### config.mk
export PLATFORM = sky130hd
export DESIGN_NAME = bram_access_arbiter_flat
export DESIGN_NICKNAME = d
export VERILOG_FILES = /design/src/rtl/bram_access_arbiter_pkg.sv /design/src/rtl/bram_access_arbiter_if.sv /design/src/rtl/bram_rr_pick.sv /design/src/rtl/bram_access_arbiter.sv /design/src/flat_wrapper.sv
export SDC_FILE = /design/constraint.sdc
export NUM_CORES = 1
export LEC_CHECK = 0
export ABC_AREA = 1
export CORE_AREA = 2 2 503 505
export CTS_CLUSTER_SIZE = 8
export DETAILED_ROUTE_END_ITERATION = 8
export DIE_AREA = 0 0 505 507
export PLACE_DENSITY = 0.3
export SETUP_SLACK_MARGIN = 0.05
export SLEW_MARGIN = 20
export SYNTH_ARGS = -nofsm -noshare
export SYNTH_HDL_FRONTEND = slang
export SYNTH_SLANG_ARGS = --single-unit
### constraint.sdc
create_clock -name clk -period 2.3 [get_ports clk]
set_input_delay 0.46 -clock clk [delete_from_list [all_inputs] [get_ports clk]]
set_output_delay 0.46 -clock clk [all_outputs]
set_load 0.01 [all_outputs]
### src/rtl/bram_access_arbiter_pkg.sv
// Shared types and default sizes for the board-state BRAM access arbiter.
package bram_access_arbiter_pkg;

   localparam int unsigned MemSizeDef = 256;
   localparam int unsigned AddrWDef   = 4;

   typedef enum logic [1:0] {
      StIdle  = 2'd0,
      StGrant = 2'd1,
      StResp  = 2'd2
   } state_e;

   typedef enum logic {
      PortEng  = 1'b0,
      PortDisp = 1'b1
   } port_e;

endpackage

### src/rtl/bram_access_arbiter_if.sv
// Engine, display and BRAM-side signals of the arbiter; slave = arbiter, master = requesters/BRAM.
interface bram_access_arbiter_if
   import bram_access_arbiter_pkg::*;
#(
   parameter int unsigned MEM_SIZE = MemSizeDef,
   parameter int unsigned ADDR_W   = AddrWDef
);

   logic                eng_req;
   logic                eng_we;
   logic [ADDR_W-1:0]   eng_addr;
   logic [MEM_SIZE-1:0] eng_wdata;
   logic                eng_done;
   logic [MEM_SIZE-1:0] eng_rdata;

   logic                disp_req;
   logic [ADDR_W-1:0]   disp_addr;
   logic                disp_done;
   logic [MEM_SIZE-1:0] disp_rdata;

   logic                mem_we;
   logic [ADDR_W-1:0]   mem_addr;
   logic [MEM_SIZE-1:0] mem_din;
   logic [MEM_SIZE-1:0] mem_dout;

   modport slave (
      input  eng_req, eng_we, eng_addr, eng_wdata, disp_req, disp_addr, mem_dout,
      output eng_done, eng_rdata, disp_done, disp_rdata, mem_we, mem_addr, mem_din
   );

   modport master (
      output eng_req, eng_we, eng_addr, eng_wdata, disp_req, disp_addr, mem_dout,
      input  eng_done, eng_rdata, disp_done, disp_rdata, mem_we, mem_addr, mem_din
   );

endinterface

### src/rtl/bram_rr_pick.sv
// Two-way winner select. Round-robin by default; ARB_DISP_PRIORITY_EN gives display fixed priority.
module bram_rr_pick
   import bram_access_arbiter_pkg::*;
(
   input  logic  clk,
   input  logic  rst_n,
   input  logic  eng_req,
   input  logic  disp_req,
   input  logic  update,
   output logic  valid,
   output port_e winner
);

   assign valid = eng_req | disp_req;

`ifdef ARB_DISP_PRIORITY_EN
   // Raster fetch deadline: display always wins, no history kept.
   logic unused_pick;
   assign unused_pick = ^{clk, rst_n, update};
   assign winner      = disp_req ? PortDisp : PortEng;
`else
   port_e last_q;

   always_ff @(posedge clk or negedge rst_n) begin
      if (!rst_n) begin
         last_q <= PortEng;
      end else if (update) begin
         last_q <= winner;
      end
   end

   always_comb begin
      winner = PortEng;
      if (eng_req && disp_req) begin
         winner = (last_q == PortEng) ? PortDisp : PortEng;
      end else if (disp_req) begin
         winner = PortDisp;
      end
   end
`endif

endmodule

### src/rtl/bram_access_arbiter.sv
// Sole BRAM master: serialises engine/display accesses through IDLE -> GRANT -> RESP.
// Optional macro ARB_DISP_PRIORITY_EN selects fixed display priority instead of round-robin.
module bram_access_arbiter
   import bram_access_arbiter_pkg::*;
#(
   parameter int unsigned MEM_SIZE = MemSizeDef,
   parameter int unsigned ADDR_W   = AddrWDef
)
(
   input logic                  clk,
   input logic                  rst_n,
   bram_access_arbiter_if.slave bus
);

   state_e              state_q, state_d;
   port_e               grant_q, grant_d;
   logic                mem_we_q, mem_we_d;
   logic [ADDR_W-1:0]   mem_addr_q, mem_addr_d;
   logic [MEM_SIZE-1:0] mem_din_q, mem_din_d;

   logic  pick_valid;
   port_e pick_winner;
   logic  take;

   bram_rr_pick u_pick (
      .clk      (clk),
      .rst_n    (rst_n),
      .eng_req  (bus.eng_req),
      .disp_req (bus.disp_req),
      .update   (take),
      .valid    (pick_valid),
      .winner   (pick_winner)
   );

   always_comb begin
      state_d    = state_q;
      grant_d    = grant_q;
      mem_we_d   = mem_we_q;
      mem_addr_d = mem_addr_q;
      mem_din_d  = mem_din_q;
      take       = 1'b0;
      unique case (state_q)
         StIdle: begin
            if (pick_valid) begin
               take    = 1'b1;
               grant_d = pick_winner;
               state_d = StGrant;
               if (pick_winner == PortEng) begin
                  mem_we_d   = bus.eng_we;
                  mem_addr_d = bus.eng_addr;
                  mem_din_d  = bus.eng_wdata;
               end else begin
                  mem_we_d   = 1'b0;
                  mem_addr_d = bus.disp_addr;
               end
            end
         end
         // BRAM captures address (and write) on the edge that closes this state.
         StGrant: begin
            mem_we_d = 1'b0;
            state_d  = StResp;
         end
         StResp: begin
            state_d = StIdle;
         end
         default: begin
            state_d  = StIdle;
            mem_we_d = 1'b0;
         end
      endcase
   end

   // Reset drops any in-flight access, including an uncommitted write in GRANT.
   always_ff @(posedge clk or negedge rst_n) begin
      if (!rst_n) begin
         state_q    <= StIdle;
         grant_q    <= PortEng;
         mem_we_q   <= 1'b0;
         mem_addr_q <= '0;
         mem_din_q  <= '0;
      end else begin
         state_q    <= state_d;
         grant_q    <= grant_d;
         mem_we_q   <= mem_we_d;
         mem_addr_q <= mem_addr_d;
         mem_din_q  <= mem_din_d;
      end
   end

   assign bus.mem_we     = mem_we_q;
   assign bus.mem_addr   = mem_addr_q;
   assign bus.mem_din    = mem_din_q;
   assign bus.eng_done   = (state_q == StResp) && (grant_q == PortEng);
   assign bus.disp_done  = (state_q == StResp) && (grant_q == PortDisp);
   assign bus.eng_rdata  = bus.mem_dout;
   assign bus.disp_rdata = bus.mem_dout;

endmodule

### src/flat_wrapper.sv
// flat-port wrapper written by rule: the top's interface ports become plain ports
module bram_access_arbiter_flat import bram_access_arbiter_pkg::*;
#(
   parameter int unsigned MEM_SIZE = MemSizeDef,
   parameter int unsigned ADDR_W   = AddrWDef
)
  (clk, rst_n, bus_eng_req, bus_eng_we, bus_eng_addr, bus_eng_wdata, bus_disp_req, bus_disp_addr, bus_mem_dout, bus_eng_done, bus_eng_rdata, bus_disp_done, bus_disp_rdata, bus_mem_we, bus_mem_addr, bus_mem_din);
  bram_access_arbiter_if #(.MEM_SIZE(MEM_SIZE), .ADDR_W(ADDR_W)) bus_i ();
  input logic clk;
  input logic rst_n;
  input wire logic [$bits(bus_i.eng_req)-1:0] bus_eng_req;
  input wire logic [$bits(bus_i.eng_we)-1:0] bus_eng_we;
  input wire logic [$bits(bus_i.eng_addr)-1:0] bus_eng_addr;
  input wire logic [$bits(bus_i.eng_wdata)-1:0] bus_eng_wdata;
  input wire logic [$bits(bus_i.disp_req)-1:0] bus_disp_req;
  input wire logic [$bits(bus_i.disp_addr)-1:0] bus_disp_addr;
  input wire logic [$bits(bus_i.mem_dout)-1:0] bus_mem_dout;
  output wire logic [$bits(bus_i.eng_done)-1:0] bus_eng_done;
  output wire logic [$bits(bus_i.eng_rdata)-1:0] bus_eng_rdata;
  output wire logic [$bits(bus_i.disp_done)-1:0] bus_disp_done;
  output wire logic [$bits(bus_i.disp_rdata)-1:0] bus_disp_rdata;
  output wire logic [$bits(bus_i.mem_we)-1:0] bus_mem_we;
  output wire logic [$bits(bus_i.mem_addr)-1:0] bus_mem_addr;
  output wire logic [$bits(bus_i.mem_din)-1:0] bus_mem_din;
  assign bus_i.eng_req = bus_eng_req;
  assign bus_i.eng_we = bus_eng_we;
  assign bus_i.eng_addr = bus_eng_addr;
  assign bus_i.eng_wdata = bus_eng_wdata;
  assign bus_i.disp_req = bus_disp_req;
  assign bus_i.disp_addr = bus_disp_addr;
  assign bus_i.mem_dout = bus_mem_dout;
  assign bus_eng_done = bus_i.eng_done;
  assign bus_eng_rdata = bus_i.eng_rdata;
  assign bus_disp_done = bus_i.disp_done;
  assign bus_disp_rdata = bus_i.disp_rdata;
  assign bus_mem_we = bus_i.mem_we;
  assign bus_mem_addr = bus_i.mem_addr;
  assign bus_mem_din = bus_i.mem_din;
  bram_access_arbiter #(.MEM_SIZE(MEM_SIZE), .ADDR_W(ADDR_W)) u_core (.clk(clk), .rst_n(rst_n), .bus(bus_i));
endmodule
==> impl_results.md, run 1 <==
- Status: finished clean
- Seq pwr share: just under 30%
- Sink Count: roughly 260
- Setup bufs post-CTS: 0
- Routed WL per cell: 26.0 um
- Reg-to-reg startpoint: u_core.state_q[0]$_DFFE_PN0P_
- Psw: 12.6 mW
- Post-Syn Instances: around 1700
- Internal power: between 15 and 20 mW
- Leak Pwr: between 9 and 10 nW
- Sw Ratio: between 40 and 50%
- Worst setup path class: reg -> out
- Die area: 0.256 sq mm
- Crit path to: bus_mem_din[149]
- Minimum clock period: approximately 2100 ps
- DRT iter0 DRCs: 498
- Drt drc: 0
- Root buf cell: clkbuf_16
- Cts bufs inserted: 45
- Filler cells: between 20000 and 30000
- Critical path, cell by cell: clkdlybuf4s50_1
- Share of cells above drive strength 1: a little over 8%
- # port buffers: ~530
- Die Span Y: 507 um
- TNS Setup: 0 ps
- Slowest stage delay, CP: 660 ps
- First-pass GRT wire length: ~160000 um
- Syn nets: between 2000 and 2500
- Vias in the first global route: about 12000
- Fin crit share: 92.4%
- Flops & latches, synth: about 260
- Mean Syn Cell Area: about 8.6 sq um
- Worst Setup End Kind: output pin
- Final hold slack: between 300 and 400 ps
- Fin nets: about 2300
- RR Endpoint: u_core.bus.mem_din[102]$_DFFE_PN0P_
- Slowest cell on crit path: clkdlybuf4s50_1
- Total track usage: roughly a tenth
- Clk_skew: 19.7 ps
- Worst path top cell family by delay: buffers and inverters
- Worst Path Arrival: ~1700 ps
- Row count: around 180
- GPL Wtd Cong: 0.764
- Worst r2r path cells: 8
- Cell Pwr Density: 1310 mW/mm^2
- Max rail drop VDD: 0.000533 V
- YS warnings: 0
- Initial antenna violation count: 39
- Avg Vias per Cell: roughly 2.2
- Hold Crit Class: in -> async
- Clock-pin slew on the worst setup and hold paths: ~60 ps
- Fin. Hold Viols: 0
- RSZ-0062 raised after global routing: no
- CP Buf/Inv Count: 1
- Area delta synth->final: 49.8%
- Max-cap violations: 0
- Yosys cell types: 15
- Detailed-route wire length: between 100000 and 150000 um
- Relative slew slack: 57.2%
- R2r setup slk: slightly above 600 ps
- Largest net degree at the start of global routing: 57
- Worst setup SP type: register
- Pins Over Slew Limit: 0
- GR Overflow Total: 0
- Pre-antenna DRT Iters: 5
- Required time worst endpoint: 1840 ps
- CTS H-tree depth: 2
- Final setup viols: 0
- Synthesized area: roughly 0.014 sq mm
- CTS tree: built
- Combinational share of power: a little under half
- Worst-path fanout max: 2
- Post-synthesis sequential area ratio: a little under half
- Actual slew at the worst max-slew pin: 645 ps
- IO Count: 1300
- Later-pin clock latency in the skew report: about 660 ps
- Core area: 0.250 sq mm
- Worst setup path start: u_core.bus.mem_din[149]$_DFFE_PN0P_
- Antenna-violating nets left: 0
- Crit. path cell count: 1
- Highest Clock Rate: about 0.47 GHz
- Clock network power share: between 20% and 30%
- Dpl hpwl: about 120000 um
- Width of the chip: 505 um
- Clock buffer depth: 3
- Via count: approximately 11000
- Initial Util: around 5.7%
==> worst min path at each step <==
stage / startpoint / endpoint / slack [ps] / cells after the start
6_report: rst_n / u_core.bus.mem_din[162]$_DFFE_PN0P_ / 330 / 2
2_1_floorplan: rst_n / u_core.bus.mem_addr[0]$_DFFE_PN0P_ / 160 / 0
5_1_grt: rst_n / u_core.bus.mem_din[162]$_DFFE_PN0P_ / 310 / 2
3_3_place_gp: u_core.bus.mem_din[155]$_DFFE_PN0P_ / u_core.bus.mem_din[155]$_DFFE_PN0P_ / 450 / 2
4_1_cts: bus_eng_wdata[31] / u_core.bus.mem_din[31]$_DFFE_PN0P_ / 250 / 3
3_5_place_dp: rst_n / u_core.bus.mem_din[162]$_DFFE_PN0P_ / 460 / 1
==> power groups by stage <==
stage / clock network [mW] / registers [mW] / logic [mW]
6_report: 6.65 / 8.32 / 13.3
5_1_grt: 7.20 / 8.63 / 15.0
4_1_cts: 7.14 / 8.40 / 14.0
3_5_place_dp: 0 / 8.45 / 14.7
3_3_place_gp: 0 / 8.46 / 14.8
2_1_floorplan: 0 / 9.11 / 4.57
==> layout by cell type, fill, tap and decap left out, types with 2 or more instances in the layout <==
cell,netlist,layout
dfrtp_2,0,2
clkbuf_1,5,7
clkinv_4,0,2
clkdlybuf4s50_1,0,394
clkinvlp_4,0,3
clkinv_2,0,4
clkbuf_8,0,3
clkbuf_16,0,45
nor2_1,4,4
dfrtp_1,264,262
nand2_1,538,538
diode_2,0,3
inv_1,4,4
nand2_8,0,2
buf_12,0,22
dlygate4sd2_1,0,131
nand3_1,262,262
buf_4,522,54
==> layer usage <==
metal	part of all wire (%)	vias to the layer above	GRT usage, %
li1	-	4864	-
met1	25	5017	7.14
met2	44	1082	15.5
met3	26	289	12.2
met4	5.0	2	4.37
met5	0.034	-	0.204
==> registers in the layout, summed over array words and instances (netlist names) <==
register	cells
u_core.grant_q	1
u_core.bus.mem_din	256
u_core.bus.mem_we	1
u_core.bus.mem_addr	4
u_core.state_q	2
==> cells by family after synthesis <==
logic type	after synthesis	share of synthesized area, %
AO/OA/AOI/OAI	1	0.0348
buffers and inverters	602	30.5
AND/OR/NAND/NOR	809	23.6
flip-flops	264	45.9
==> synth_stat cells <==
cell	instances	area share, %
nor2_1	4	0.10
buf_1	1	0.026
nand2_1	538	14
nand2_4	2	0.16
clkbuf_1	5	0.13
buf_2	58	2.0
nand3_1	262	9.1
nor2_2	1	0.044
buf_6	12	0.94
dfrtp_1	264	46
nor2_4	1	0.078
buf_4	522	27
o21ai_0	1	0.035
nand2_2	1	0.044
inv_1	4	0.10
==> stage by stage <==
stage	utilization [%]	worst slack (ps)	total power, mW	std cells	cell area (sq um)
3_5_place_dp	8.12	133	23.2	5028	20300
4_1_cts	8.60	60.2	29.6	5097	21500
2_1_floorplan	-	925	13.7	1676	14400
3_3_place_gp	8.12	157	23.2	5028	20300
6_report	8.60	175	28.2	5100	21500
5_1_grt	8.60	62.3	30.9	5100	21500
==> area by class of cell <==
class	instances	area [sq um]	share of cell area (%)
Clock inverter	13	156	0.726
Sequential cell	264	6610	30.7
Inverter	4	15.0	0.0697
Multi-Input combinational cell	810	3410	15.8
Timing Repair Buffer	603	5960	27.7
Antenna cell	3	7.51	0.0348
Clock buffer	55	1190	5.54
Tap cell	3348	4190	19.4
==> timing repair <==
item	in CTS	in global routing
endpoints found under the hold margin	30	0
endpoints found under the setup margin	132	0
gates resized for setup	133	0
hold buffers	1	0
Power figures use the tool's default switching activity.
==> inputs of run 2 (changes only) <==
--- a/config.mk
+++ b/config.mk
@@ -5,11 +5,12 @@
 export SDC_FILE = /design/constraint.sdc
 export NUM_CORES = 1
 export LEC_CHECK = 0
-export ABC_AREA = 1
-export CORE_AREA = 2 2 503 505
+export ABC_AREA = 0
+export CORE_AREA = 2 2 499 501
+export CTS_CLUSTER_DIAMETER = 80
 export CTS_CLUSTER_SIZE = 8
 export DETAILED_ROUTE_END_ITERATION = 8
-export DIE_AREA = 0 0 505 507
+export DIE_AREA = 0 0 501 503
 export PLACE_DENSITY = 0.3
 export SETUP_SLACK_MARGIN = 0.05
 export SLEW_MARGIN = 20
==> impl_results.md, run 2 <==
- Slowest stage delay, CP: around 750 ps
- Pre-antenna DRT Iters: 4
- Post-synthesis simple-gate area fraction: less than 1%
- Xor and xnor area share after synthesis: 0%
- Worst Path Arrival: between 1500 and 2000 ps
- Post-synthesis sequential area ratio: a little under half
- Hold Crit Class: in -> async
- Met2 routed WL: approximately 55000 um
- CTS H-tree depth: 2
- CTS tree: built
- TNS Setup: 0 ps
- CP Buf/Inv Count: 1
- Post-place setup slack: 68.2 ps
- Max FFs per register: approximately 260
- Initial antenna violation count: between 80 and 90
- Fin nets: around 1700
- Width of the chip: 501 um
- Clk_skew: between 60 and 70 ps
- Initial Util: roughly 5.6%
- Final setup viols: 0
- Most common cell after layout, fill and taps aside: clkdlybuf4s50_1
- DR top layer: met5
- Final Power: 28.1 mW
- YS warnings: 0
- Worst setup SP type: register
- Leak Pwr: between 7 and 8 nW
- Compound-Gate Fraction of Synth Area: 0.609%
- Mean Syn Cell Area: approximately 13 sq um
- Fin crit share: ~94%
- Yosys cell types: 19
- Setup bufs post-CTS: 0
- Core area: about 0.25 sq mm
- Final Instance Area: between 0.02 and 0.025 sq mm
- Final WS setup: ~130 ps
- Worst setup path class: reg -> out
- Top cells by area, synth: dfrtp_1 48%, buf_4 28%, mux2_2 20%
- Commonest non-fill, non-tap cells in the layout: 418 x clkdlybuf4s50_1, 262 x dfrtp_1, 246 x mux2_2, 103 x dlygate4sd2_1, 47 x clkbuf_16
- Syn nets: between 1500 and 2000
- Vias in the first global route: approximately 9500
- IO Count: 1300
- Cts bufs inserted: 47
- Root buf cell: clkbuf_16
- Relative slew slack: between 50% and 60%
- Largest net degree at the start of global routing: 65
- Detailed-route wire length: 124000 um
- # port buffers: ~530
- Share of cells above drive strength 1: 29.6%
- Sink Count: 264
- Required time worst endpoint: 1840 ps
- Placed Area: about 0.019 sq mm
- Flops & latches, synth: around 260
- Highest Clock Rate: approximately 0.46 GHz
- Later-pin clock latency in the skew report: between 600 and 700 ps
- Leading area contributor after synthesis: dfrtp_1
- Cell Pwr Density: roughly 1400 mW/mm^2
- Post-synthesis mux area share: roughly a fifth
- Row count: 183
- Worst-path fanout max: 2
- Critical path, cell by cell: clkdlybuf4s50_1
- Routed WL per cell: 28.0 um
- R2r setup slk: 490 ps
- Met3 wire length: about 35000 um
- DRT iter0 DRCs: roughly 270
- GPL Wtd Cong: roughly 0.7
- Fin. Hold Viols: 0
- Worst path top cell family by delay: buffers and inverters
- Clock-pin slew on the worst setup and hold paths: ~50 ps
- Minimum clock period: around 2200 ps
- Synth top area share: a little under half
- Post-Layout Cell Count: approximately 4400
- Total track usage: about a tenth
- Post-Syn Instances: roughly 1100
- Met1 Wirelength: 29700 um
- Drt drc: 0
- Post-synthesis adder-cell area fraction: 0%
- Clock buffer depth: 3
- Slowest cell on crit path: clkdlybuf4s50_1
- Max-cap violations: 0
- Reg-to-reg startpoint: u_core.state_q[0]$_DFFE_PN0P_
- Via count: approximately 8600
- Worst r2r path cells: 5
- Die area: approximately 0.25 sq mm
- Number of synthesized flops with an enable pin: 0
- RR Endpoint: u_core.bus.mem_din[151]$_DFFE_PN0P_
- Worst Setup End Kind: output pin
- Dpl hpwl: roughly 110000 um
- RSZ-0062 raised after global routing: no
- Main combinational cell family by area after synthesis: buffers and inverters
- First-pass GRT wire length: 145000 um
- Pins Over Slew Limit: 0
- Most common cell in the synthesized netlist: buf_4
- Placed cell count: between 4000 and 5000
- Avg Vias per Cell: 1.96
- Fin util: ~8.4%
- Antenna-violating nets left: 0
- Commonest register cell after synthesis: dfrtp_1
- Max rail drop VDD: around 0.00063 V
- Die Span Y: 503 um
- Status: finished clean
- Commonest cells in the synthesized netlist: 512 x buf_4, 264 x dfrtp_1, 246 x mux2_2
- Area delta synth->final: 50.9%
- Synthesized area: 0.0138 sq mm
- GR Overflow Total: 0
- Actual slew at the worst max-slew pin: about 600 ps
- Synth async-reset ratio: 100%
- Final hold slack: between 200 and 250 ps
-- run 2: final cells by class --
type	count	area (sq um)
clock buffer	53	1220
fill	28500	226000
antenna	10	25.0
clock inverter	17	269
tap	3237	4050
multi-input combinational	280	3060
timing repair buffer	560	5570
sequential	264	6610
-- run 2: worst max-delay path by stage --
stage                                                    from                                  end  slack (ps)  depth (start not counted)
after floorplan                 u_core.state_q[0]$_DFFE_PN0P_  u_core.bus.mem_din[100]$_DFFE_PN0P_         740                          6
after global placement                           bus_disp_req  u_core.bus.mem_din[134]$_DFFE_PN0P_          70                          6
after detailed placement                         bus_disp_req  u_core.bus.mem_din[102]$_DFFE_PN0P_          70                          6
after CTS                 u_core.bus.mem_din[180]$_DFFE_PN0P_                     bus_mem_din[180]          50                          1
after global routing               u_core.grant_q$_DFFE_PN0P_                         bus_eng_done          60                          3
final                     u_core.bus.mem_din[207]$_DFFE_PN0P_                     bus_mem_din[207]         130                          1
-- run 2: cells by family after synthesis --
kind of cell,count (synthesis)
multiplexers,256
buffers and inverters,542
flip-flops,264
AND/OR/NAND/NOR,14
AO/OA/AOI/OAI,10
-- run 2: repair_timing --
item | 4_1_cts | 5_1_grt
resized for setup | 106 | 8
hold buffers | 1 | 0
setup endpoints to repair | 105 | 8
hold endpoints to repair | 40 | 0
-- run 2: power by group --
| part | total (mW) | switching, mW | internal, mW |
|---|---|---|---|
| registers | 8.43 | 1.37 | 7.06 |
| clock network | 7.14 | 2.83 | 4.32 |
| logic | 12.5 | 6.42 | 6.12 |
| total | 28.1 | 10.6 | 17.5 |
-- run 2: layer usage --
metal  GRT usage [%]  vias to the layer above
li1                -                     3227
met1            6.60                     3880
met2            14.8                     1239
met3            12.4                      297
met4            2.72                        4
met5           0.305                        -
